File: config.mk
export PLATFORM = sky130hd
export DESIGN_NAME = hex_printer
export DESIGN_NICKNAME = d
export VERILOG_FILES = /design/src/rtl/hex_printer_pkg.sv /design/src/rtl/hex_printer_digit.sv /design/src/rtl/hex_printer.sv
export SDC_FILE = /design/constraint.sdc
export NUM_CORES = 1
export LEC_CHECK = 0
export ABC_AREA = 1
export CORE_UTILIZATION = 51
export DETAILED_ROUTE_END_ITERATION = 6
export HOLD_SLACK_MARGIN = 0.08
export PLACE_DENSITY = 0.82
export SLEW_MARGIN = 10
export SYNTH_ARGS = -nofsm -noshare
export SYNTH_HDL_FRONTEND = slang
export SYNTH_SLANG_ARGS = --single-unit
File: constraint.sdc
create_clock -name clock -period 2.78 [get_ports clock]
set_clock_uncertainty 0.05 [all_clocks]
set_input_delay 0.556 -clock clock [delete_from_list [all_inputs] [get_ports clock]]
set_output_delay 0.556 -clock clock [all_outputs]
set_load 0.01 [all_outputs]
File: src/rtl/hex_printer_pkg.sv
`default_nettype none
// ============================================================================
// Module      : hex_printer_pkg
// Description : Shared types and constants for the hex printer: FSM state
//               encoding, output byte selector, ASCII codes and terminator
//               (SEP) encodings.
// Revision    : 1.0 - initial release
// ============================================================================
package hex_printer_pkg;

  // Printer FSM states.
  typedef enum logic [1:0] {
    IDLE  = 2'd0,
    DIGIT = 2'd1,
    TERM1 = 2'd2,
    TERM2 = 2'd3
  } state_t;

  // Source of the next registered output byte.
  typedef enum logic [2:0] {
    SEL_HOLD  = 3'd0,
    SEL_DIGIT = 3'd1,
    SEL_CR    = 3'd2,
    SEL_LF    = 3'd3,
    SEL_SPACE = 3'd4
  } out_sel_t;

  // ASCII codes.
  localparam logic [7:0] c_ascii_cr    = 8'h0D;
  localparam logic [7:0] c_ascii_lf    = 8'h0A;
  localparam logic [7:0] c_ascii_space = 8'h20;
  localparam logic [7:0] c_ascii_zero  = 8'h30;
  localparam logic [7:0] c_ascii_a     = 8'h41;

  // Terminator selection encodings for the SEP parameter.
  localparam int c_sep_crlf  = 0;
  localparam int c_sep_space = 1;
  localparam int c_sep_none  = 2;

endpackage : hex_printer_pkg
`default_nettype wire

File: src/rtl/hex_printer_digit.sv
`default_nettype none
// ============================================================================
// Module      : hex_digit_ascii
// Description : Purely combinational conversion of one hex nibble to its
//               uppercase ASCII character (0-9 -> 0x30-0x39, A-F -> 0x41-0x46).
// Ports       : i_nibble [3:0] - hex value to convert
//               o_ascii  [7:0] - ASCII character code
// Revision    : 1.0 - initial release
// ============================================================================
module hex_digit_ascii
  import hex_printer_pkg::*;
(
  input  logic [3:0] i_nibble,
  output logic [7:0] o_ascii
);

  always_comb begin
    o_ascii = c_ascii_zero;
    if (i_nibble < 4'd10) begin
      o_ascii = c_ascii_zero + {4'b0000, i_nibble};
    end else begin
      o_ascii = c_ascii_a + ({4'b0000, i_nibble} - 8'd10);
    end
  end

endmodule : hex_digit_ascii
`default_nettype wire

File: src/rtl/hex_printer.sv
`default_nettype none
// ============================================================================
// Module      : hex_printer
// Description : Accepts a 32-bit word over a valid/ready input port and emits
//               its low DIGITS nibbles as uppercase ASCII hex characters (most
//               significant first) over a valid/ready byte port, followed by an
//               optional terminator (CR LF, space or nothing, chosen by SEP).
// Parameters  : DIGITS - hex digits per word (1..8)
//               SEP    - 0 = CR LF, 1 = space, 2 = no terminator
// Ports       : clock     - sole clock, rising edge
//               reset     - synchronous, active-high
//               in_valid  - in_data holds a word to print
//               in_ready  - block accepts a word this cycle (IDLE only)
//               in_data   - word to print, bits [4*DIGITS-1:0] used
//               out_valid - out_data holds an ASCII byte
//               out_ready - downstream takes out_data this cycle
//               out_data  - ASCII byte
// Revision    : 1.0 - initial release
// ============================================================================
module hex_printer
  import hex_printer_pkg::*;
#(
  parameter int DIGITS = 8,
  parameter int SEP    = 0
) (
  input  logic        clock,
  input  logic        reset,
  input  logic        in_valid,
  output logic        in_ready,
  input  logic [31:0] in_data,
  output logic        out_valid,
  input  logic        out_ready,
  output logic [7:0]  out_data
);

  localparam int c_sw = 4 * DIGITS;

  state_t            state_q, state_d;
  logic [c_sw-1:0]   shift_q, shift_d;
  logic [2:0]        cnt_q, cnt_d;
  logic              out_valid_q, out_valid_d;
  logic [7:0]        out_data_q, out_data_d;
  out_sel_t          out_sel;
  logic [7:0]        digit_ascii;

  // Bits of in_data above the printed field are intentionally ignored.
  if (c_sw < 32) begin : g_unused_hi
    logic unused_in_hi;
    assign unused_in_hi = ^in_data[31:c_sw];
  end

  // The converter looks at the top nibble of the shift register's next value,
  // so the character for a digit is ready to be registered in the same cycle
  // that the digit moves to the top (capture or shift). This gives the
  // one-cycle latency from input transfer to first output byte.
  hex_digit_ascii u_digit (
    .i_nibble (shift_d[c_sw-1 -: 4]),
    .o_ascii  (digit_ascii)
  );

  // Next-state, datapath control and output-valid decode.
  always_comb begin
    state_d     = state_q;
    shift_d     = shift_q;
    cnt_d       = cnt_q;
    out_valid_d = out_valid_q;
    out_sel     = SEL_HOLD;

    unique case (state_q)
      IDLE: begin
        if (in_valid) begin
          shift_d     = in_data[c_sw-1:0];
          cnt_d       = 3'(DIGITS - 1);
          state_d     = DIGIT;
          out_valid_d = 1'b1;
          out_sel     = SEL_DIGIT;
        end
      end

      DIGIT: begin
        if (out_ready) begin
          if (cnt_q != 3'd0) begin
            cnt_d   = cnt_q - 3'd1;
            shift_d = shift_q << 4;
            out_sel = SEL_DIGIT;
          end else if (SEP == c_sep_crlf) begin
            state_d = TERM1;
            out_sel = SEL_CR;
          end else if (SEP == c_sep_space) begin
            state_d = TERM1;
            out_sel = SEL_SPACE;
          end else begin
            state_d     = IDLE;
            out_valid_d = 1'b0;
          end
        end
      end

      TERM1: begin
        if (out_ready) begin
          if (SEP == c_sep_crlf) begin
            state_d = TERM2;
            out_sel = SEL_LF;
          end else begin
            state_d     = IDLE;
            out_valid_d = 1'b0;
          end
        end
      end

      TERM2: begin
        if (out_ready) begin
          state_d     = IDLE;
          out_valid_d = 1'b0;
        end
      end

      default: begin
        state_d     = IDLE;
        out_valid_d = 1'b0;
      end
    endcase
  end

  // Output byte mux; kept apart from the FSM block so the converter path
  // (shift_d -> digit_ascii) does not loop back into the block that made it.
  always_comb begin
    out_data_d = out_data_q;
    unique case (out_sel)
      SEL_DIGIT: out_data_d = digit_ascii;
      SEL_CR:    out_data_d = c_ascii_cr;
      SEL_LF:    out_data_d = c_ascii_lf;
      SEL_SPACE: out_data_d = c_ascii_space;
      default:   out_data_d = out_data_q;
    endcase
  end

  always_ff @(posedge clock) begin
    if (reset) begin
      state_q     <= IDLE;
      shift_q     <= '0;
      cnt_q       <= 3'd0;
      out_valid_q <= 1'b0;
      out_data_q  <= 8'h00;
    end else begin
      state_q     <= state_d;
      shift_q     <= shift_d;
      cnt_q       <= cnt_d;
      out_valid_q <= out_valid_d;
      out_data_q  <= out_data_d;
    end
  end

  // in_ready is a pure decode of the state register.
  assign in_ready  = (state_q == IDLE);
  assign out_valid = out_valid_q;
  assign out_data  = out_data_q;

endmodule : hex_printer
`default_nettype wire
Yosys cells after proc, flatten, opt, wreduce, memory -nomap -nowiden
Cells that the tools add are included.
- multiplexer cells: 24
- equal/unequal tests: 13
- $add $sub $neg: 4
- reduce and logical (&&, ||, !) cells: 8
- bitwise gates (word level): 1
- magnitude comparators: 1
- operators by type and width (kind ; count):
    32-bit 2-to-1 mux ; 3
    32-bit case mux with 2 select lines ; 1
    8-bit case mux with 4 select lines ; 1
    2-bit 2-to-1 mux ; 8
    2-bit inequality test (second input constant) ; 6
    3-bit 2-to-1 mux ; 3
    7-bit by 8-bit adder with 8-bit output (first input constant) ; 1
    8-bit 2-to-1 mux ; 1
    2-bit case mux with 4 select lines ; 1
    6-bit by 4-bit adder with 7-bit output (first input constant) ; 1
    3-bit by 2-bit equality test with 1-bit output (second input constant) ; 2
    2-bit case mux with 3 select lines ; 1
    3-bit case mux with 2 select lines ; 1
    5-bit AND reduction ; 1
    4-bit by 4-bit subtractor with 5-bit output (second input constant) ; 1
    2-bit equality test (second input constant) ; 2
    4-bit less-than comparator (second input constant) ; 1
    4-bit AND reduction ; 1
    4-bit nonzero test ; 1
    3-bit by 1-bit equality test with 1-bit output (second input constant) ; 1
    3-bit equality test (second input constant) ; 1
    1-bit 2-to-1 mux ; 3
    3-bit AND reduction ; 1
    3-bit nonzero test ; 1
    other kinds (7) ; 7
- output and inout bits: 10
- word-level logic and storage cells: 57
- flip-flop bits (word level): 46
- bits of input ports: 36

Logic depth before layout (Yosys ltp)
Gate-level depths: netlist (run 1).
- word-level depth: 8
- mapped depth: 17
- mapped depth without buffers: 17

Hierarchy
A second synthesis (run 1) with hierarchy kept.
- cells, all modules: 393
- area, all modules: 2616.3 um^2
- modules (own cells, without submodules) (module ; times used ; seq. area each (um^2) ; cells an instance ; area an instance (um^2)):
    hex_printer ; 1 ; 920.9 ; 357 ; 2408.6
    hex_digit_ascii ; 1 ; 0.0 ; 36 ; 207.7

Worst setup path before layout (run 1)
Ideal clock, no wire load.
- kind: register -> register
- from: reg state_q[0]
- to: reg out_data_q[4] (netlist: out_data[4])
- required time: 2598 ps
- data arrival time: 2238 ps
- library setup time: 132 ps
- setup slack: 360 ps
- cell stages (with the launch flop): 18
- path buffers: 0
- period minus slack after synthesis: 2420 ps
- cells stage by stage: dfxtp_1 inv_1 ha_1 inv_1 nor2_2 nor2_4 nand2_4 a21oi_4 ha_1 inv_1 ha_1 inv_1 nor3_1 inv_1 nand2_2 nand3_2 nand2_1 a21oi_2
- word-level cells in the longest chain between the ends: 6
- elaborated cells between the ends (all ways): 16
- classes of those cells: add/sub (3); order compare (1); eq/ne (6); mux (4); reduce/logical (2)
- ends and longest elaborated chain (element ; line ; text):
    start: declaration ; hex_printer.sv:38 ; state_t state_q, state_d;
    start signal: assignment ; hex_printer.sv:146 ; state_q <= state_d;
    2-bit logical NOT * ; -- ;
    via in_ready ; hex_printer.sv:29 ; output logic in_ready,
    32-bit case mux with 2 select lines ; hex_printer.sv:69 ; unique case (state_q)
    4-bit by 4-bit subtractor with 5-bit output ; hex_printer_digit.sv:22 ; o_ascii = c_ascii_a + ({4'b0000, i_nibble} - 8'd10);
    7-bit by 8-bit adder with 8-bit output ; hex_printer_digit.sv:22 ;
    8-bit 2-to-1 mux ; hex_printer_digit.sv:19 ; if (i_nibble < 4'd10) begin
    8-bit case mux with 4 select lines ; hex_printer.sv:129 ; unique case (out_sel)
    end signal: assignment ; hex_printer.sv:150 ; out_data_q <= out_data_d;
    end: declaration ; hex_printer.sv:42 ; logic [7:0] out_data_q, out_data_d;
The timed path passes the listed nets; every way through them passes the cells marked *.
A chain may end at the register's enable or synchronous reset.

Final worst setup path (run 1)
- from: reg state_q[0]
- to: reg out_data_q[4] (netlist: out_data[4])
- word-level cells in the longest chain between the ends: 6
- elaborated cells between the ends (all ways): 16
- classes of those cells: add/sub (3); order compare (1); eq/ne (6); mux (4); reduce/logical (2)
- ends and longest elaborated chain (element ; line ; text):
    2-bit by 1-bit equality test with 1-bit output or 2-bit logical NOT (tied branches) ; hex_printer.sv:69 ;
    32-bit case mux with 2 select lines * ; hex_printer.sv:69 ;
    via shift_d[28] ; hex_printer.sv:39 ; logic [c_sw-1:0] shift_q, shift_d;
    4-bit by 4-bit subtractor with 5-bit output ; hex_printer_digit.sv:22 ;
    7-bit by 8-bit adder with 8-bit output ; hex_printer_digit.sv:22 ;
    8-bit 2-to-1 mux * ; hex_printer_digit.sv:19 ;
    8-bit case mux with 4 select lines * ; hex_printer.sv:129 ;
Marked as above.

==> results by group, run 1 <==
Final layout
  • Commonest non-fill, non-tap cell in the layout: nand2_1
  • Ant. Diodes: 0
  • Fillers: 364
  • Final net count: 398
  • Most frequent cells in the layout: 67 x nand2_1, 63 x a21oi_1, 45 x dfxtp_1, 44 x clkdlybuf4s50_1, 30 x o21ai_0
  • Share of cells above drive strength 1: 11.9%
  • Area growth, synth to finish: 27.6%
  • Fin util: 69.9%

Worst setup path
  • Worst EP arrival: 2.65 ns
  • Worst path required time: 2.93 ns
  • Crit path capture type: flop
  • Critical path class: reg -> reg
  • Crit start category: flop
  • Critical-path maximum fanout: 24

STA
  • Peak Freq: 0.399 GHz
  • Fin crit period: 2.51 ns
  • Count of final hold-check violations: 0
  • Unrepaired setup endpoints after global routing: no
  • Final worst path period share: 90.2%
  • Final setup margin: 0.271 ns
  • Final Slew Violations: 0
  • Final setup fails: 0
  • Hold WS: 0.411 ns

Synth
  • Synth cell types: 30
  • Largest family of logic cells by synthesized area: compound AO/OA/AOI/OAI gates
  • Syn nets: 353
  • FFs w/ async S/R, synth: 0%
  • Mux cell area share after synthesis: 0%
  • Synth Flop Type: dfxtp_1
  • Mapped cell area: 0.00226 sq mm
  • Synth Area per Inst: 7.37 sq um
  • Simple-gate share of the synthesized area: 20.1%
  • Flops & latches, synth: 45
  • EDFF count, synth: 0
  • Register area share after synthesis: 39.9%
  • Post-synthesis instance total: 306
  • Post-Synth Adder-Cell Area: 6.10%
  • XOR/XNOR Fraction of Synth Area: 0.776%
  • Synth Warn #: 0
  • Post-synthesis compound-gate area fraction: 25.0%

Die
  • Die Y: 68.5 um
  • Die ar.: 0.00469 sq mm
  • Starting Density: 54.8%
  • Core ar.: 0.00412 sq mm
  • IO Pins: 46
  • Die W: 68.5 um
  • Row count: 23

CTS
  • Clk slew on worst S/H paths: 0.09 ns
  • CTS tree: done
  • Clock buffer depth: 2
  • Later-pin clock latency in the skew report: 0.30 ns
  • Clk root buf: clkbuf_8
  • Cts hold-fix bufs: 0
  • Num CTS Buffers: 5
  • Clock sinks: 45
  • Max H-tree Level: 2
  • Postcts setup bufs: 0

Power and ir drop
  • Pwr/cell area: 1020 mW/mm^2
  • Switching share of power: 41.7%
  • VDD IR-drop max: 0.697 mV
  • Sequential Power Share: 32.5%
  • Combinational share of power: 50.7%
  • Internal: 0.00172 W
  • Leak Pwr: 1.16 nW
  • Switching pwr: 0.00123 W
  • Clock share of power: 16.8%

Placed design
  • Post-DP HPWL: 3590 um
  • Port bufs: 44
  • Placer congestion estimate: 0.879
  • Pre-CTS setup slack: -0.0375 ns

Run
  • Max-cap violation count: 0

Drt
  • Drt drc: 0
  • Number of DRC markers in iteration 0: 130
  • Via count: 2108
  • DRT Pass-1 Iters: 4
  • DR WL/cell: 12.7 um
  • ANT nets after route: 0
  • Routed wire length: 5100 um
  • Vias/cell: 5.24

Min path
  • Hold WC Path Type: reg -> reg

GRT
  • Initial antenna violation count: 0
  • GRT overflow: 0
  • Largest net degree at the start of global routing: 31
  • Tot GR Track Use: 24.3%
  • Vias in the first global route: 1933
  • First-pass GRT wire length: 8420 um

Status
  • Status: finished, final reports clean
==> per-layer routing <==
metal	wire length (um)	vias to the layer above	part of all wire [%]	global-route usage, %
met2	2360	58	46	40.2
li1	-	1097	-	-
met1	2380	947	47	30.1
met3	280	6	5.5	6.74
met5	0	-	0	0
met4	72	0	1.4	8.59
==> metrics by stage <==
stage	total power [W]	setup TNS, ns	cells	instance area [sq um]
after global placement	0.00241	0	394	2760
after CTS	0.00296	0	402	2870
after floorplan	0.00205	0	306	2260
after detailed placement	0.00244	-0.0375	394	2760
final	0.00295	0	402	2880
after global routing	0.00321	0	402	2880
==> power groups by stage <==
stage	sequential [W]	combinational (W)	clock [W]
after floorplan	0.000962	0.00109	0
after global placement	0.000965	0.00145	0
after detailed placement	0.000969	0.00147	0
after CTS	0.000957	0.00149	0.000511
after global routing	0.000984	0.00169	0.000536
final	0.000958	0.00149	0.000495
==> logic make-up after synthesis <==
kind of cell / Yosys count
compound gates: 104
simple gates: 100
flops: 45
buf+inv: 43
fa+ha+maj: 11
xor+xnor: 2
other cells: 1
==> area by class of cell <==
class	instances	area (sq um)	share of cell area, %
Tap cell	50	62.6	2.17
Inverter	25	93.8	3.26
Clock inverter	2	38.8	1.35
Clock buffer	6	72.6	2.52
Sequential cell	45	901	31.3
Timing Repair Buffer	56	534	18.6
Multi-Input combinational cell	218	1170	40.8
==> critical path, cell delays in order (launching register included) <==
cell	delay, ns
dfxtp_1	0.35
inv_1	0.11
ha_1	0.26
inv_1	0.07
nor2_2	0.18
nor2_4	0.05
nand2_4	0.12
buf_6	0.21
nand2_1	0.09
nand2_2	0.13
ha_1	0.21
inv_1	0.05
nor3_1	0.20
inv_1	0.08
nand2_2	0.08
nand3_2	0.05
nand2_1	0.07
a21oi_2	0.05
==> synth_stat cells (2+ instances only) <==
| cell | instances | area, sq um |
|---|---|---|
| dfxtp_1 | 45 | 901 |
| nor2_1 | 5 | 18.8 |
| nand2_2 | 7 | 43.8 |
| inv_2 | 5 | 18.8 |
| buf_4 | 3 | 22.5 |
| nand2_1 | 67 | 251 |
| ha_1 | 11 | 138 |
| nor2_4 | 2 | 22.5 |
| o21ai_1 | 2 | 10.0 |
| nand3_1 | 11 | 55.1 |
| nor3_1 | 2 | 10.0 |
| clkbuf_1 | 9 | 33.8 |
| nand3_2 | 2 | 20.0 |
| a21oi_2 | 2 | 17.5 |
| buf_2 | 6 | 30.0 |
| o21ai_0 | 30 | 150 |
| o211ai_1 | 2 | 15.0 |
| a21oi_4 | 2 | 32.5 |
| nor2_2 | 2 | 12.5 |
| a21oi_1 | 63 | 315 |
| inv_1 | 19 | 71.3 |
==> registers in the layout, indices dropped and copies added (netlist names) <==
name and cells:
cnt_q 3, out_data 7, out_valid 1, shift_q 32
state_q 2
==> timing repair <==
action,CTS,global route
endpoints found under the hold margin,0,0
resized for setup,0,1
endpoints found under the setup margin,0,2
==> final timing paths <==
kind,endpoint,startpoint,slack (ns),cells after the start
setup / recovery,out_data[4]$_SDFFE_PP0P_,state_q[0]$_SDFFE_PP0P_,0.27,17
hold / removal,shift_q[12]$_SDFFE_PP0P_,shift_q[8]$_SDFFE_PP0P_,0.41,2
setup reg to reg,out_data[4]$_SDFFE_PP0P_,state_q[0]$_SDFFE_PP0P_,0.27,17
hold reg to reg,shift_q[12]$_SDFFE_PP0P_,shift_q[8]$_SDFFE_PP0P_,0.41,2
No activity file was read; power rests on OpenSTA's default activity.
==> run 2, diff against run 1 <==
Settings changed: CORE_UTILIZATION 51 to 35, PLACE_DENSITY 0.82 to 0.61.
==> run 2 against run 1 <==
Net effect:
- worst setup slack improved by 0.0057 ns
- routed wire length grew 7.4%
- largest power group unchanged
- fmax up 0.23%
- global-route usage is 6.6 points lower
==> results by group, run 2 (synthesized netlist as in run 1, its figures left out) <==
Drt
  • ANT nets after route: 0
  • Vias/cell: 4.94
  • DR WL/cell: 12.8 um
  • DRT Pass-1 Iters: 4
  • Drt drc: 0
  • Number of DRC markers in iteration 0: 78
  • Via count: 2109
  • Routed wire length: 5480 um

Final layout
  • Fin area: 0.00291 sq mm
  • Fin util: 48.1%
  • Layout Cells excl Fill: 427
  • Max reg flops: 32
  • Fillers: 629
  • Ant. Diodes: 0
  • Commonest non-fill, non-tap cell in the layout: nand2_1
  • Most frequent cells in the layout: 67 x nand2_1, 63 x a21oi_1, 45 x dfxtp_1, 44 x clkdlybuf4s50_1, 30 x o21ai_0
  • Area growth, synth to finish: 29.2%
  • Share of cells above drive strength 1: 12.2%
  • Biggest register: shift_q
  • Final net count: 398

GRT
  • First-pass GRT wire length: 9100 um
  • Largest net degree at the start of global routing: 31
  • Initial antenna violation count: 0
  • Tot GR Track Use: 17.8%
  • GRT overflow: 0
  • Vias in the first global route: 2039

Status
  • Status: finished, final reports clean

Worst setup path
  • Max incr delay on CP: 0.39 ns
  • Worst path required time: 2.91 ns
  • CP delay by family, top: adder cells
  • Slowest stage cell on the critical path: dfxtp_1
  • Crit start category: flop
  • CP bufs+invs: 5
  • FF-to-FF End: out_data[4]$_SDFFE_PP0P_
  • RR Startpoint: state_q[0]$_SDFFE_PP0P_
  • R2R Setup Slk: 0.28 ns
  • Critical-path maximum fanout: 5
  • Crit path capture type: flop
  • Crit path top cell by count: inv_1
  • Critical path class: reg -> reg
  • Cell count of the worst reg-to-reg path: 17
  • Worst EP arrival: 2.63 ns
  • CP Cell Sequence: inv_1, ha_1, inv_1, nor2_2, nor2_4, nand2_4, a21oi_4, ha_1, inv_1, ha_1, inv_1, nor3_2, inv_1, nand2_2, nand3_2, nand2_1, a21oi_2

Power and ir drop
  • Switching pwr: 0.00124 W
  • Clock share of power: 16.3%
  • Internal: 0.00172 W
  • VDD IR-drop max: 0.436 mV
  • Pwr/cell area: 1020 mW/mm^2
  • Leak Pwr: 1.16 nW
  • Switching share of power: 41.9%
  • Sequential Power Share: 32.4%
  • Combinational share of power: 51.2%

STA
  • Count of final hold-check violations: 0
  • Peak Freq: 0.399 GHz
  • Final setup fails: 0
  • Final worst path period share: 90.0%
  • Final setup margin: 0.277 ns
  • Unrepaired setup endpoints after global routing: no
  • Sum Neg Setup Slack: 0 ns
  • Fin crit period: 2.50 ns
  • Final Slew Violations: 0

Placed design
  • Post-DP HPWL: 3830 um
  • Pre-CTS setup slack: -0.0602 ns
  • Placement Cell Area: 0.00279 sq mm
  • Inst Count DP: 419
  • Placer congestion estimate: 0.878
  • Port bufs: 44

Die
  • Row count: 28
  • Die W: 82.3 um
  • Die Y: 82.3 um
  • Core ar.: 0.00606 sq mm
  • IO Pins: 46
  • Starting Density: 37.2%
  • Die ar.: 0.00677 sq mm

Min path
  • Worst Hold Path EP: cnt_q[0]$_SDFFE_PP0P_
  • Hold_sp: cnt_q[0]$_SDFFE_PP0P_
  • WHS Path Cells: 1
  • Hold WC Path Type: reg -> reg

CTS
  • Clk slew on worst S/H paths: 0.08 ns
  • Later-pin clock latency in the skew report: 0.29 ns
  • CTS tree: done
  • Num CTS Buffers: 5
  • Clock sinks: 45
  • Clk root buf: clkbuf_8
  • Postcts setup bufs: 0
  • Clock buffer depth: 2
  • Max H-tree Level: 2

Run
  • Max-cap violation count: 0
[run 2: cell counts in the layout (fill, tap and decap cells not counted)]
No cell type changed its count.
[run 2: per-stage QoR]
stage	power, W	hold WS (ns)
after floorplan	0.00205	0.372
after global placement	0.00246	0.386
after detailed placement	0.00247	0.394
after CTS	0.00299	0.402
after global routing	0.00325	0.419
final	0.00296	0.400
[run 2: repair_timing]
item | 4_1_cts | 5_1_grt
resized for setup | 0 | 2
setup endpoints to repair | 0 | 2
hold buffers | 0 | 0
[run 2: final cells by class]
type	count	area [sq um]	area share (%)
Multi-Input combinational cell	218	1180	40.5
Sequential cell	45	901	30.9
Timing Repair Buffer	56	534	18.3
Inverter	25	93.8	3.22
Tap cell	75	93.8	3.22
Clock buffer	6	72.6	2.49
Clock inverter	2	38.8	1.33
[run 2: per-layer routing]
| metal | vias to the layer above | track usage (%) | part of all wire (%) |
|---|---|---|---|
| li1 | 1104 | - | - |
| met1 | 962 | 22.0 | 49 |
| met5 | - | 0 | 0 |
| met3 | 4 | 3.19 | 4.4 |
| met2 | 39 | 30.7 | 46 |
| met4 | 0 | 6.32 | 0.93 |
[run 2: worst register-to-register path, delay by kind of cell, from the launching register on]
kind                       cells  cell delay, ns
adders and majority gates      3            0.72
buffers and inverters          5            0.38
AOI/OAI and AO/OA              2            0.22
and+or+nand+nor                7            0.66
DFF                            1            0.39
[run 2: power groups by stage]
| stage | Sequential, W | Clock (W) | Combinational (W) |
|---|---|---|---|
| final | 0.000961 | 0.000484 | 0.00152 |
| after detailed placement | 0.000973 | 0 | 0.00150 |
| after floorplan | 0.000962 | 0 | 0.00109 |
| after CTS | 0.000961 | 0.000503 | 0.00152 |
| after global placement | 0.000972 | 0 | 0.00149 |
| after global routing | 0.000983 | 0.000533 | 0.00174 |
[run 2: worst max-delay path by stage]
stage	startpoint	end	slack, ns	depth (start not counted)
after floorplan	state_q[0]$_SDFFE_PP0P_	out_data[4]$_SDFFE_PP0P_	0.36	17
after global placement	out_ready	out_data[4]$_SDFFE_PP0P_	0.04	15
after detailed placement	in_valid	out_data[4]$_SDFFE_PP0P_	-0.06	15
after CTS	state_q[0]$_SDFFE_PP0P_	out_data[4]$_SDFFE_PP0P_	0.16	17
after global routing	state_q[0]$_SDFFE_PP0P_	out_data[4]$_SDFFE_PP0P_	0.08	17
final	state_q[0]$_SDFFE_PP0P_	out_data[4]$_SDFFE_PP0P_	0.28	17
==> run 3, diff against run 2 <==
Settings changed: SLEW_MARGIN 10 to default.
==> results of run 3 <==
Final layout, timing and power as in run 2 (identical DEF).
